**config.mk**
```make
export PLATFORM = sky130hd
export DESIGN_NAME = dma_write_block
export DESIGN_NICKNAME = d
export VERILOG_FILES = /design/src/rtl/dma_write_block.sv
export SDC_FILE = /design/constraint.sdc
export NUM_CORES = 2
export LEC_CHECK = 0
export CAP_MARGIN = 20
export CELL_PAD_IN_SITES_DETAIL_PLACEMENT = 1
export CELL_PAD_IN_SITES_GLOBAL_PLACEMENT = 2
export CORE_UTILIZATION = 40
export CTS_BUF_LIST = sky130_fd_sc_hd__clkbuf_4
export CTS_CLUSTER_DIAMETER = 120
export DETAILED_ROUTE_END_ITERATION = 10
export PLACE_DENSITY_LB_ADDON = 0.1
export SYNTH_ARGS = -nofsm -noshare
export SYNTH_HDL_FRONTEND = slang
export SYNTH_SLANG_ARGS = --single-unit
export TNS_END_PERCENT = 50
```
**constraint.sdc**
```tcl
create_clock -name clk -period 5.31 [get_ports clk]
set_input_delay 0.7965 -clock clk [delete_from_list [all_inputs] [get_ports clk]]
set_output_delay 0.7965 -clock clk [all_outputs]
set_load 0.01 [all_outputs]
```
**src/rtl/dma_write_block.sv**
```systemverilog
// ---------------------------------------------------------------------------
// dma_write_block
// Write half of the DMA engine. Write commands {bytes, dest addr} from the
// descriptor processor are queued in a small command FIFO. For each command
// the block pops 256-bit beats from the DMA data FIFO (show-ahead, filled by
// the read block) and issues one AVMM burst write to the destination, then
// pulses a completion strobe.
//
// Ports
//   clk, reset_n                  clock, asynchronous active-low reset
//   dma_wr_fifo_command_req_i     push {bytes, addr} into the command FIFO
//   dma_wr_bytes_to_transfer_i    command byte count
//   dma_wr_addr_i                 destination byte address (passed through)
//   dma_wr_fifo_full_o            command FIFO full
//   dma_wr_done_o                 1-cycle pulse per completed command
//   dma_wr_busy_o                 engine active or commands pending
//   dma_wr_data_i/_empty_i        DMA data FIFO head / empty
//   dma_wr_data_rdreq_o           DMA data FIFO pop
//   dma_dest_addr_o/_bcount_o     AVMM address / burstcount, held per burst
//   dma_dest_write_o/_data_o      AVMM write / writedata
//   dma_dest_wait_req_i           AVMM waitrequest
//   dma_dest_byteenable_o         AVMM byteenable (only with the macro below)
//
// Configuration
//   DMA_WR_BYTE_ENABLE_EN  when defined, adds dma_dest_byteenable_o so a
//                          partial final beat writes only its valid bytes.
// ---------------------------------------------------------------------------
module dma_write_block #(
  parameter int CMD_DEPTH = 32,
  parameter int CMD_AW    = 5
) (
  input  logic         clk,
  input  logic         reset_n,
  input  logic         dma_wr_fifo_command_req_i,
  input  logic [15:0]  dma_wr_bytes_to_transfer_i,
  input  logic [31:0]  dma_wr_addr_i,
  output logic         dma_wr_fifo_full_o,
  output logic         dma_wr_done_o,
  output logic         dma_wr_busy_o,
  input  logic [255:0] dma_wr_data_i,
  input  logic         dma_wr_data_empty_i,
  output logic         dma_wr_data_rdreq_o,
  output logic [31:0]  dma_dest_addr_o,
  output logic [10:0]  dma_dest_bcount_o,
  output logic         dma_dest_write_o,
  output logic [255:0] dma_dest_data_o,
  input  logic         dma_dest_wait_req_i
`ifdef DMA_WR_BYTE_ENABLE_EN
  ,
  output logic [31:0]  dma_dest_byteenable_o
`endif
);

  typedef enum logic [2:0] {
    S_IDLE,
    S_RD_CMD,
    S_LD_REG,
    S_BURST,
    S_DONE
  } state_t;

  state_t r_state, w_next;

  // ------------------------------------------------------------------ cmd FIFO
  // Pointers carry one extra wrap bit so full and empty are distinguishable.
  logic [47:0]     r_cmd_mem [CMD_DEPTH];
  logic [CMD_AW:0] r_wr_ptr, r_rd_ptr;
  logic [47:0]     r_cmd_q;
  logic            w_empty, w_full, w_push, w_pop;

  assign w_empty = (r_wr_ptr == r_rd_ptr);
  assign w_full  = (r_wr_ptr[CMD_AW] != r_rd_ptr[CMD_AW]) &&
                   (r_wr_ptr[CMD_AW-1:0] == r_rd_ptr[CMD_AW-1:0]);
  assign w_push  = dma_wr_fifo_command_req_i & ~w_full;
  assign w_pop   = (r_state == S_RD_CMD) & ~w_empty;

  // NOTE: the storage array has no reset; only the pointers define FIFO
  // contents, so clearing them empties the FIFO and keeps the array in RAM.
  always_ff @(posedge clk) begin
    if (w_push) r_cmd_mem[r_wr_ptr[CMD_AW-1:0]] <= {dma_wr_bytes_to_transfer_i, dma_wr_addr_i};
  end

  // NOTE: state elements use non-blocking assignments so every register
  // samples pre-edge values regardless of block ordering.
  always_ff @(posedge clk or negedge reset_n) begin
    if (!reset_n) begin
      r_wr_ptr <= '0;
      r_rd_ptr <= '0;
      r_cmd_q  <= '0;
    end else begin
      if (w_push) r_wr_ptr <= r_wr_ptr + 1'b1;
      if (w_pop) begin
        r_rd_ptr <= r_rd_ptr + 1'b1;
        r_cmd_q  <= r_cmd_mem[r_rd_ptr[CMD_AW-1:0]];
      end
    end
  end

  // ------------------------------------------------------------ beat count
  // Round the byte count up to whole 32-byte beats; only byte counts above
  // 65504 overflow the 11-bit burstcount and are clamped to 2047.
  logic [11:0] w_beats_raw;
  logic [10:0] w_beats;

  assign w_beats_raw = {1'b0, r_cmd_q[47:37]} + {11'd0, |r_cmd_q[36:32]};
  assign w_beats     = w_beats_raw[11] ? 11'h7FF : w_beats_raw[10:0];

  // ------------------------------------------------------------- datapath
  logic [31:0] r_addr;
  logic [10:0] r_bcount;
  logic [10:0] r_cnt;
  logic        w_write, w_accept, w_done;

  always_ff @(posedge clk or negedge reset_n) begin
    if (!reset_n) begin
      r_addr   <= '0;
      r_bcount <= '0;
      r_cnt    <= '0;
    end else if (r_state == S_LD_REG) begin
      r_addr   <= r_cmd_q[31:0];
      r_bcount <= w_beats;
      r_cnt    <= w_beats;
    end else if (w_accept) begin
      r_cnt    <= r_cnt - 11'd1;
    end
  end

  // ------------------------------------------------------------------ FSM
  always_ff @(posedge clk or negedge reset_n) begin
    if (!reset_n) r_state <= S_IDLE;
    else          r_state <= w_next;
  end

  // NOTE: every signal driven here gets a default first, so no path leaves
  // one unassigned and no latch is inferred.
  always_comb begin
    w_next   = r_state;
    w_write  = 1'b0;
    w_accept = 1'b0;
    w_done   = 1'b0;
    unique case (r_state)
      S_IDLE:   if (!w_empty) w_next = S_RD_CMD;
      S_RD_CMD: w_next = S_LD_REG;
      S_LD_REG: w_next = (w_beats == 11'd0) ? S_DONE : S_BURST;
      S_BURST: begin
        // An empty data FIFO just bubbles the burst; addr/bcount stay held.
        w_write  = ~dma_wr_data_empty_i;
        w_accept = w_write & ~dma_dest_wait_req_i;
        if (w_accept && (r_cnt == 11'd1)) w_next = S_DONE;
      end
      S_DONE: begin
        w_done = 1'b1;
        w_next = S_IDLE;
      end
      default: w_next = S_IDLE;
    endcase
  end

`ifdef DMA_WR_BYTE_ENABLE_EN
  // Residual byte count of the command, used to trim the final beat.
  logic [4:0]  r_rem;
  logic [31:0] w_be;

  always_ff @(posedge clk or negedge reset_n) begin
    if (!reset_n)                   r_rem <= '0;
    else if (r_state == S_LD_REG)   r_rem <= r_cmd_q[36:32];
  end

  always_comb begin
    w_be = '1;
    if ((r_cnt == 11'd1) && (r_rem != 5'd0)) w_be = (32'd1 << r_rem) - 32'd1;
  end

  assign dma_dest_byteenable_o = w_be;
`endif

  // -------------------------------------------------------------- outputs
  assign dma_wr_fifo_full_o  = w_full;
  assign dma_wr_done_o       = w_done;
  assign dma_wr_busy_o       = (r_state != S_IDLE) | ~w_empty;
  assign dma_wr_data_rdreq_o = w_accept;
  assign dma_dest_addr_o     = r_addr;
  assign dma_dest_bcount_o   = r_bcount;
  assign dma_dest_write_o    = w_write;
  assign dma_dest_data_o     = dma_wr_data_i;

endmodule

```
==> impl_metrics.json <==
{
  "outcome": "complete, no violations",
  "power.density_nw_per_um2": 492.1,
  "syn-instance-count": 3200,
  "n_fill_cell": 14960,
  "cts_buffer_depth": 4,
  "crit_slowest_cell": "dfrtp_4",
  "dp_slack_ns": 1.372,
  "grt-busiest-layer": "met2",
  "place_congestion": 0.7620,
  "skew_ns": 0.1307,
  "met2_usage_pct": 39.04,
  "wl_um": 201600,
  "ys_types": 67,
  "p_sw_mw": 11.02,
  "ff2ff_path_depth": 6,
  "core_area_um2": 160900,
  "h-tree-depth": 5,
  "fin_crit_ns": 4.710,
  "r2r_end": "r_cmd_mem[25][17]",
  "num_rows": 147,
  "relSlewSlack_pct": 20.96,
  "yosysSeqAreaShare_pct": 75.52,
  "cp_data_required_time_ns": 4.51,
  "syn_to_final_growth_pct": 13.35,
  "detail_route.wl_per_cell_um": 33.71,
  "rsz0062_at_grt": "no",
  "fin_crit_sh_pct": 88.70,
  "final_cell_mix": "edfxtp_1, clkbuf_4, mux4_2, nand2_1, dfrtp_1",
  "hold_violations": 0,
  "cts-buffers-inserted": 446,
  "synth-edff-count": 1536,
  "drtAntennaViolNets": 0,
  "rrSetupSlack_ns": 1.41,
  "synthTopCellsByArea": "edfxtp_1, mux4_2, dfrtp_1, buf_4, mux2i_1",
  "power.share.clock_pct": 31.1,
  "grt_util_met1_pct": 31.91,
  "cts_tree": "done",
  "slew_violations": 0,
  "arrival_ns": 3.91,
  "worstHoldEndpoint": "r_cmd_mem[12][46]",
  "p_leak_nw": 23.62,
  "syn_area_per_cell_um2": 20.30,
  "async_flop_share_pct": 7.078,
  "syn-cell-area_um2": 64950,
  "cts_root_buf": "clkbuf_4",
  "drt-initial-drc-count": 2979,
  "crit-reg2reg-launch": "r_rd_ptr[2]",
  "grt_pass1_wl_um": 280100,
  "hp-class": "in2reg",
  "syn_nets": 3518,
  "die_area_um2": 164000,
  "path_clk_slew_ns": 0.07,
  "placedCellCount": 5156,
  "p_total_mw": 36.23,
  "crit_path_end_kind": "primary output",
  "setup_viol": 0,
  "slowest_delay_ns": 0.93,
  "crit_type": "reg2out",
  "grt_start_max_net_pins": 117,
  "synth_top_cell_area_share_pct": 71.01,
  "fin_ws_ns": 0.6002,
  "die_y_um": 405.0,
  "cap_violations": 0,
  "fmax_mhz": 212.3,
  "start_util_pct": 40.36,
  "multi_input_area_um2": 13300,
  "yosysWarnings": 0,
  "min_from": "dma_wr_bytes_to_transfer_i[14]",
  "seq_power_share_pct": 44.9,
  "drive_gt1_share_pct": 33.25,
  "grtUsageTotal_pct": 24.58,
  "clkLatencyLatePin_ns": 1.37,
  "vias_per_cell": 5.609,
  "intPower_mw": 25.21,
  "place_hpwl_um": 120400,
  "fin_tns_setup_ns": 0,
  "nNetsFinal": 3788,
  "numPortBuffers": 100,
  "worst_pin_slew_ns": 1.183,
  "yosys_most_used_dff": "edfxtp_1",
  "num_io_pins": 613,
  "worstPathMaxFanout": 43,
  "hold_depth": 1,
  "first_global_vias": 36350,
  "numClockSinks": 1653,
  "die_w_um": 405.0,
  "num_vias": 33550,
  "layout_commonest_cell": "edfxtp_1",
  "p_comb_share_pct": 24.1,
  "critical_path.cell_chain": "xor2_1 > nor3_2 > nand4_1 > clkdlybuf4s50_1",
  "ys_ff_latch": 1653,
  "startpoint_type": "flop",
  "switching_share_pct": 30.43,
  "post-cts-setup-buffers": 0,
  "yosys.area.top_type": "edfxtp_1",
  "grt_overflow": 0,
  "antenna_found_initial": 7,
  "register_area_um2": 49070,
  "firstDrtPassIters": 5,
  "grt_use_met3_pct": 8.965,
  "peakVddDrop_mv": 0.3893,
  "fin_cells": 5981,
  "drc_errors": 0
}
## what timing repair did
| item | in CTS | in global routing |
|---|---|---|
| endpoints found under the hold margin | 64 | 0 |
| resized for setup | 0 | 0 |
| hold buffers | 3 | 0 |
## state kept, by name (all words and copies together), names as in the netlist
name and flops:
r_cnt 11, r_cmd_mem 1536, r_state 3, r_cmd_q 48, dma_dest_bcount_o 11, r_wr_ptr 6, r_rd_ptr 6, dma_dest_addr_o 32
## cells by family after synthesis
logic type	count (synthesis)	share of synthesized area (%)
simple gates	310	2.123
flops	1653	75.52
compound gates	335	4.124
fa+ha+maj	9	0.1734
xor+xnor	27	0.3641
mux	432	13.20
buf+inv	434	4.494
## per-stage QoR
step	instance area (um2)	utilization [%]	hold WS, ns
finish	73620	45.75	0.1357
global route	73620	45.74	0.01495
CTS	73070	45.41	0.09323
detailed placement	67380	41.87	0.4562
global placement	67130	41.71	0.4584
floorplan	64950	-	0.4393
## metal layers
| metal | up-vias | share of wire, % |
|---|---|---|
| met5 | - | 0.10 |
| met4 | 4 | 1.6 |
| met3 | 257 | 8.8 |
| met2 | 1493 | 48 |
| met1 | 18060 | 41 |
| li1 | 13740 | - |
## power groups by stage
stage                     logic [mW]  clock network, mW  registers (mW)
after floorplan                 6.10                  0            16.2
after global placement          8.73                  0            16.5
after detailed placement        8.85                  0            16.5
after CTS                       8.88               11.6            16.3
after global routing            9.34               12.2            16.4
final                           8.72               11.3            16.2
## cell type report
cell class	count	share of cell area, %
antenna	5	0.01699
clock buffer	667	6.801
clock inverter	127	0.8752
inverter	12	0.06118
multi-input combinational	1113	18.06
sequential	1653	66.65
tap	2160	3.671
timing repair buffer	244	3.866
## worst max-delay path by stage
stage                               from                 to
6_report                     r_rd_ptr[2]      dma_wr_busy_o
5_1_grt                      r_rd_ptr[2]      dma_wr_busy_o
4_1_cts                      r_rd_ptr[2]      dma_wr_busy_o
3_5_place_dp   dma_wr_fifo_command_req_i  r_cmd_mem[25][31]
3_3_place_gp   dma_wr_fifo_command_req_i   r_cmd_mem[24][3]
2_1_floorplan  dma_wr_fifo_command_req_i   r_cmd_mem[28][0]
## critical path: cells and delay by family (launching register included)
kind / cells / cell delay, ns
XOR/XNOR: 1 / 0.18
buffers and inverters: 1 / 0.65
flip-flops: 1 / 0.93
AND/OR/NAND/NOR: 2 / 0.87
## cell usage after synthesis, types with 12 or more instances
cell      number
mux2_2        26
o211ai_1      36
a41oi_1       24
xor2_1        13
o41ai_1       13
buf_2         68
a22oi_1       72
nand2_1      125
a221oi_1      34
nor2_1       101
clkbuf_1      47
o22a_1        45
buf_4        285
xnor2_1       14
edfxtp_1    1536
nor3_1        22
dfrtp_1      117
mux2i_1       69
o22ai_1       52
mux4_2       337
buf_6         12
Power figures use the tool's default switching activity.
